--- src/rtl/uart_pkg.sv ---
// Shared UART definitions: FSM state encoding and oversampling tick positions.
// Used by both the receiver and the transmitter.
package uart_pkg;

  localparam int unsigned STATE_W = 3;

  localparam logic [STATE_W-1:0] ST_IDLE   = 3'd0;
  localparam logic [STATE_W-1:0] ST_START  = 3'd1;
  localparam logic [STATE_W-1:0] ST_DATA   = 3'd2;
  localparam logic [STATE_W-1:0] ST_PARITY = 3'd3;
  localparam logic [STATE_W-1:0] ST_STOP   = 3'd4;

  typedef enum logic [STATE_W-1:0] {
    IDLE   = ST_IDLE,
    START  = ST_START,
    DATA   = ST_DATA,
    PARITY = ST_PARITY,
    STOP   = ST_STOP
  } uart_state_t;

  // Tick index of the middle and of the end of a 16x-oversampled bit
  localparam int unsigned MID_TICK = 7;
  localparam int unsigned END_TICK = 15;

endpackage

--- src/rtl/uart_rx_sync.sv ---
// Two-flop synchroniser for the serial line plus falling-edge detector.
// All flops reset to 1 so an idle-high line never looks like a start edge.
module uart_rx_sync (
  input  logic clk,
  input  logic reset_n,
  input  logic rx,
  output logic rxs,
  output logic fall_c
);

  logic meta;
  logic hist;

  always_ff @(posedge clk or negedge reset_n) begin
    if (!reset_n) begin
      meta <= 1'b1;
      rxs  <= 1'b1;
      hist <= 1'b1;
    end else begin
      meta <= rx;
      rxs  <= meta;
      hist <= rxs;
    end
  end

  assign fall_c = hist & ~rxs;

endmodule

--- src/rtl/uart_rx.sv ---
// UART receiver: 16x oversampled, LSB-first, registered byte strobe with error flags.
// Optional parity bit enabled by defining UART_RX_PARITY_EN.
module uart_rx
  import uart_pkg::*;
#(
  parameter int unsigned DBIT    = 8,
  parameter int unsigned SB_TICK = 16,
  parameter int unsigned PAR_ODD = 0
) (
  input  logic            clk,
  input  logic            reset_n,
  input  logic            rx,
  input  logic            s_tick,
  output logic [DBIT-1:0] dout,
  output logic            rx_done_tick,
  output logic            frame_err,
  output logic            parity_err
);

  // The stop period can reach 32 ticks, so the tick counter widens beyond 4 bits then
  localparam int unsigned S_W = (SB_TICK > 16) ? 5 : 4;
  localparam int unsigned N_W = 4;

  if (DBIT < 5 || DBIT > 9) begin : g_bad_dbit
    $error("uart_rx: DBIT must be 5..9");
  end
  if (SB_TICK < 16 || SB_TICK > 32) begin : g_bad_sb_tick
    $error("uart_rx: SB_TICK must be 16..32");
  end
  if (PAR_ODD > 1) begin : g_bad_par_odd
    $error("uart_rx: PAR_ODD must be 0 or 1");
  end

  uart_state_t     state, state_nx;
  logic [S_W-1:0]  s, s_nx;
  logic [N_W-1:0]  n, n_nx;
  logic [DBIT-1:0] b, b_nx;
  logic [DBIT-1:0] dout_nx;
  logic            done_nx;
  logic            ferr_nx;
  logic            rxs;
  logic            fall_c;

`ifdef UART_RX_PARITY_EN
  logic par_bit, par_bit_nx;
  logic perr_nx;
`endif

  uart_rx_sync u_sync (
    .clk     (clk),
    .reset_n (reset_n),
    .rx      (rx),
    .rxs     (rxs),
    .fall_c  (fall_c)
  );

  // State, counters, shift register and output registers
  always_ff @(posedge clk or negedge reset_n) begin
    if (!reset_n) begin
      state        <= IDLE;
      s            <= '0;
      n            <= '0;
      b            <= '0;
      dout         <= '0;
      rx_done_tick <= 1'b0;
      frame_err    <= 1'b0;
`ifdef UART_RX_PARITY_EN
      par_bit      <= 1'b0;
      parity_err   <= 1'b0;
`endif
    end else begin
      state        <= state_nx;
      s            <= s_nx;
      n            <= n_nx;
      b            <= b_nx;
      dout         <= dout_nx;
      rx_done_tick <= done_nx;
      frame_err    <= ferr_nx;
`ifdef UART_RX_PARITY_EN
      par_bit      <= par_bit_nx;
      parity_err   <= perr_nx;
`endif
    end
  end

`ifndef UART_RX_PARITY_EN
  assign parity_err = 1'b0;
`endif

  // Next-state and next-output logic; counters only move on s_tick
  always_comb begin
    state_nx = state;
    s_nx     = s;
    n_nx     = n;
    b_nx     = b;
    dout_nx  = dout;
    done_nx  = 1'b0;
    ferr_nx  = frame_err;
`ifdef UART_RX_PARITY_EN
    par_bit_nx = par_bit;
    perr_nx    = parity_err;
`endif

    case (state)
      IDLE: begin
        if (fall_c) begin
          state_nx = START;
          s_nx     = '0;
        end
      end

      START: begin
        if (s_tick) begin
          if (s == S_W'(MID_TICK)) begin
            if (!rxs) begin
              s_nx     = '0;
              n_nx     = '0;
              state_nx = DATA;
            end else begin
              state_nx = IDLE;
            end
          end else begin
            s_nx = s + S_W'(1);
          end
        end
      end

      DATA: begin
        if (s_tick) begin
          if (s == S_W'(END_TICK)) begin
            b_nx = {rxs, b[DBIT-1:1]};
            s_nx = '0;
            if (n == N_W'(DBIT - 1)) begin
`ifdef UART_RX_PARITY_EN
              state_nx = PARITY;
`else
              state_nx = STOP;
`endif
            end else begin
              n_nx = n + N_W'(1);
            end
          end else begin
            s_nx = s + S_W'(1);
          end
        end
      end

`ifdef UART_RX_PARITY_EN
      PARITY: begin
        if (s_tick) begin
          if (s == S_W'(END_TICK)) begin
            par_bit_nx = rxs;
            s_nx       = '0;
            state_nx   = STOP;
          end else begin
            s_nx = s + S_W'(1);
          end
        end
      end
`endif

      STOP: begin
        if (s_tick) begin
          if (s == S_W'(SB_TICK - 1)) begin
            state_nx = IDLE;
            s_nx     = '0;
            done_nx  = 1'b1;
            dout_nx  = b;
            ferr_nx  = ~rxs;
`ifdef UART_RX_PARITY_EN
            perr_nx  = ((^b) ^ par_bit) != 1'(PAR_ODD);
`endif
          end else begin
            s_nx = s + S_W'(1);
          end
        end
      end

      default: state_nx = IDLE;
    endcase
  end

endmodule
--- config.mk ---
export PLATFORM = sky130hd
export DESIGN_NAME = uart_rx
export DESIGN_NICKNAME = d
export VERILOG_FILES = /design/src/rtl/uart_pkg.sv /design/src/rtl/uart_rx_sync.sv /design/src/rtl/uart_rx.sv
export SDC_FILE = /design/constraint.sdc
export NUM_CORES = 1
export LEC_CHECK = 0
export CORE_MARGIN = 10
export CORE_UTILIZATION = 40
export CTS_BUF_LIST = sky130_fd_sc_hd__clkbuf_8
export DETAILED_ROUTE_END_ITERATION = 10
export GPL_ROUTABILITY_DRIVEN = 0
export PLACE_DENSITY = 0.61
export SLEW_MARGIN = 20
export SYNTH_ARGS = -nofsm -noshare
export SYNTH_HDL_FRONTEND = slang
export SYNTH_SLANG_ARGS = --single-unit
--- constraint.sdc ---
create_clock -name clk -period 3.21 [get_ports clk]
set_clock_uncertainty 0.2 [all_clocks]
set_input_delay 0.642 -clock clk [delete_from_list [all_inputs] [get_ports clk]]
set_output_delay 0.642 -clock clk [all_outputs]
set_load 0.01 [all_outputs]
==> flow_metrics.tcl <==
set metrics [dict create \
    status "finished clean" \
    placed_area_um2 1680 \
    yosys_warnings 0 \
    timing.final.crit_share_pct 75.8 \
    gr-total-overflow 0 \
    max_slew_margin_pct 64.6 \
    placedCellCount 183 \
    required_ns 3.18 \
    p_leak_nw 0.806 \
    dp_hpwl_um 2070 \
    max_freq_ghz 0.411 \
    grt_pass1_vias 1091 \
    drtIter0Drc 143 \
    clkSinkCount 32 \
    crit_arrival_ns 2.40 \
    numPortBuffers 13 \
    power_density_nw_per_um2 544 \
    dieArea_um2 6690 \
    nNetsFinal 148 \
    cts-buffers-inserted 5 \
    synth_cell_type_count 45 \
    power_mw 0.965 \
    pre_cts_ws_ns 0.472 \
    tns_ns 0 \
    finalSetupViolCount 0 \
    syn_to_final_growth_pct 16.1 \
    rsz0062_at_grt "false" \
    period_needed_ns 2.43 \
    postCtsHoldBufs 0 \
    clk_pin_slew_worst_paths_ns 0.07 \
    dr.pass1.iters 4 \
    rows 22 \
    start_util_pct 41.4 \
    tightest_slew_ns 0.531 \
    die_w_um 81.8 \
    coreArea_um2 3690 \
    viasPerCell 5.56 \
    cp_num_cells 4 \
    hold-worst-slack_ns 0.158 \
    cts-root-buf "clkbuf_8" \
    cap_viol_max_count 0 \
    syn_inst 127 \
    worstSetupPathType "primary input to flop" \
    hold_path.class "flop to flop" \
    cp.buffers_inverters 1 \
    crit_family "buffers and inverters" \
    max-vdd-ir-drop_uv 246 \
    die_y_um 81.8 \
    htreeDepth 2 \
    nFillCells 358 \
    final_area_um2 1770 \
    drtAntennaViolNets 0 \
    synthesis.nets 133 \
    grt_pass1_wl_um 5100 \
    final_core_util_pct 48.1 \
    clock_latency_ns 0.28 \
    layout-drive-gt1-share_pct 18.2 \
    syn_avg_cell_area_um2 12.0 \
    synth_sequential_area_ratio_pct 52.7 \
    setup_ws_ns 0.775 \
    ys_seq_elements 32 \
    ctsResizeCount 0 \
    crit_fanout 11 \
    wl_per_cell_um 15.7 \
    stdcell_count 191 \
    cts_setup_buffers 0 \
    crit_chain "clkdlybuf4s50_1, and2_1, nand3_1, mux2_1" \
    endpoint_kind "flop" \
    drv_slew 0 \
    antenna_found_initial 0 \
    ios 15 \
    antenna_cells 0 \
    r2r_cells 4 \
    grt.total_usage_pct 10.1 \
    synth.cell_area_um2 1530 \
    hold_depth 0 \
    wirelength_um 3000 \
    crit_path_start_kind "primary input" \
    cp_slowest_stage_delay_ns 0.69 \
    cpMaxStageDelayCell "clkdlybuf4s50_1" \
    clockBufferDepth 2 \
    num_vias 1062 \
    cts_tree "yes" \
    hold_viol_final 0 \
    drcViolationCount 0 \
    grt_max_degree 33 \
]
-- cell families (layout without fill, tap and decap cells) --
family | Yosys count | in the layout | synth area share, %
AND/OR/NAND/NOR | 37 | 37 | 16.1
other | 1 | 1 | 0.246
adder cells (fa/ha/maj) | 2 | 2 | 1.64
XOR/XNOR | 2 | 2 | 1.15
multiplexers | 16 | 16 | 11.8
flip-flops | 32 | 32 | 52.7
buffers and inverters | 10 | 26 | 3.61
AO/OA/AOI/OAI | 27 | 27 | 12.7
-- cells in the mapped netlist (all sizes together) --
library cell  count  area share (%)
dfrtp            29              48
mux2             16              12
nand3             7             2.3
o21ai             7             2.3
buf               5             2.4
a21oi             4             1.3
inv               4            0.98
nand2             4            0.98
nor3              4             1.6
o31ai             4             2.0
and3              3             1.2
dfstp             3             5.2
or4               3             1.5
and2              2            0.82
ha                2             1.6
nand2b            2            0.82
nor2              2            0.49
nor3b             2             1.7
o211ai            2            0.98
o41ai             2             1.1
xnor2             2             1.1
a222oi            1            0.66
a22o              1            0.57
a22oi             1            0.49
a31oi             1            0.82
and3b             1            0.57
clkbuf            1            0.25
conb              1            0.25
nand3b            1            0.49
nand4b            1            0.57
nor4              1            0.41
nor4b             1            0.98
nor4bb            1            0.66
o21a              1            0.49
o21bai            1            0.49
o22ai             1            0.41
o32ai             1             1.1
or2               1            0.41
or3b              1            0.57
-- worst reg2reg max path, cell delays in order (launching register included) --
cell and delay [ns]:
dfrtp_1 0.62, nor3b_4 0.45, a31oi_2 0.25, or4_1 0.52, a21oi_1 0.15
-- routing by layer --
metal,vias up,wire length (µm),GRT usage [%]
met2,20,1420,15.4
met3,7,210,4.37
met1,532,1320,11.4
met5,-,0,0
met4,0,50,6.12
li1,503,-,-
-- placed cells by master (no fill, tap or decap), drive strengths merged, types with 3 or more instances in the layout --
| master | n |
|---|---|
| inv | 5 |
| and3 | 3 |
| a21oi | 4 |
| o31ai | 4 |
| clkbuf | 5 |
| nor3 | 4 |
| mux2 | 16 |
| clkdlybuf4s50 | 13 |
| nand3 | 7 |
| nand2 | 4 |
| dfrtp | 29 |
| dfstp | 3 |
| or4 | 3 |
| o21ai | 7 |
-- registers in the layout, indices dropped and copies added (netlist names) --
register      flops
s                 4
u_sync.rxs        1
u_sync.hist       1
state             3
rx_done_tick      1
b                 8
n                 4
u_sync.meta       1
dout              8
frame_err         1
-- where the power goes --
group	switching [mW]	leakage [nW]	internal [mW]	total, mW
clock network	0.148	0.0455	0.151	0.299
logic	0.102	0.337	0.0791	0.181
registers	0.0492	0.423	0.436	0.485
-- worst paths after layout --
| kind | slack (ns) | from | endpoint |
|---|---|---|---|
| max | 0.78 | s_tick | dout[3] |
| min | 0.16 | u_sync.meta | u_sync.rxs |
| max reg2reg | 0.96 | state[1] | n[3] |
| min reg2reg | 0.16 | u_sync.meta | u_sync.rxs |
| max in group asynchronous | 1.93 | reset_n | u_sync.meta |
| min in group asynchronous | 0.55 | reset_n | b[0] |
-- cell type report --
class | instances | area (µm²) | area share (%)
Tap cell | 48 | 60.1 | 3.39
Sequential cell | 32 | 805 | 45.4
Timing Repair Buffer | 14 | 138 | 7.76
Clock buffer | 5 | 68.8 | 3.88
Clock inverter | 3 | 20.0 | 1.13
Multi-Input combinational cell | 85 | 667 | 37.6
Inverter | 4 | 15.0 | 0.847
No activity file was read; power rests on OpenSTA's default activity.
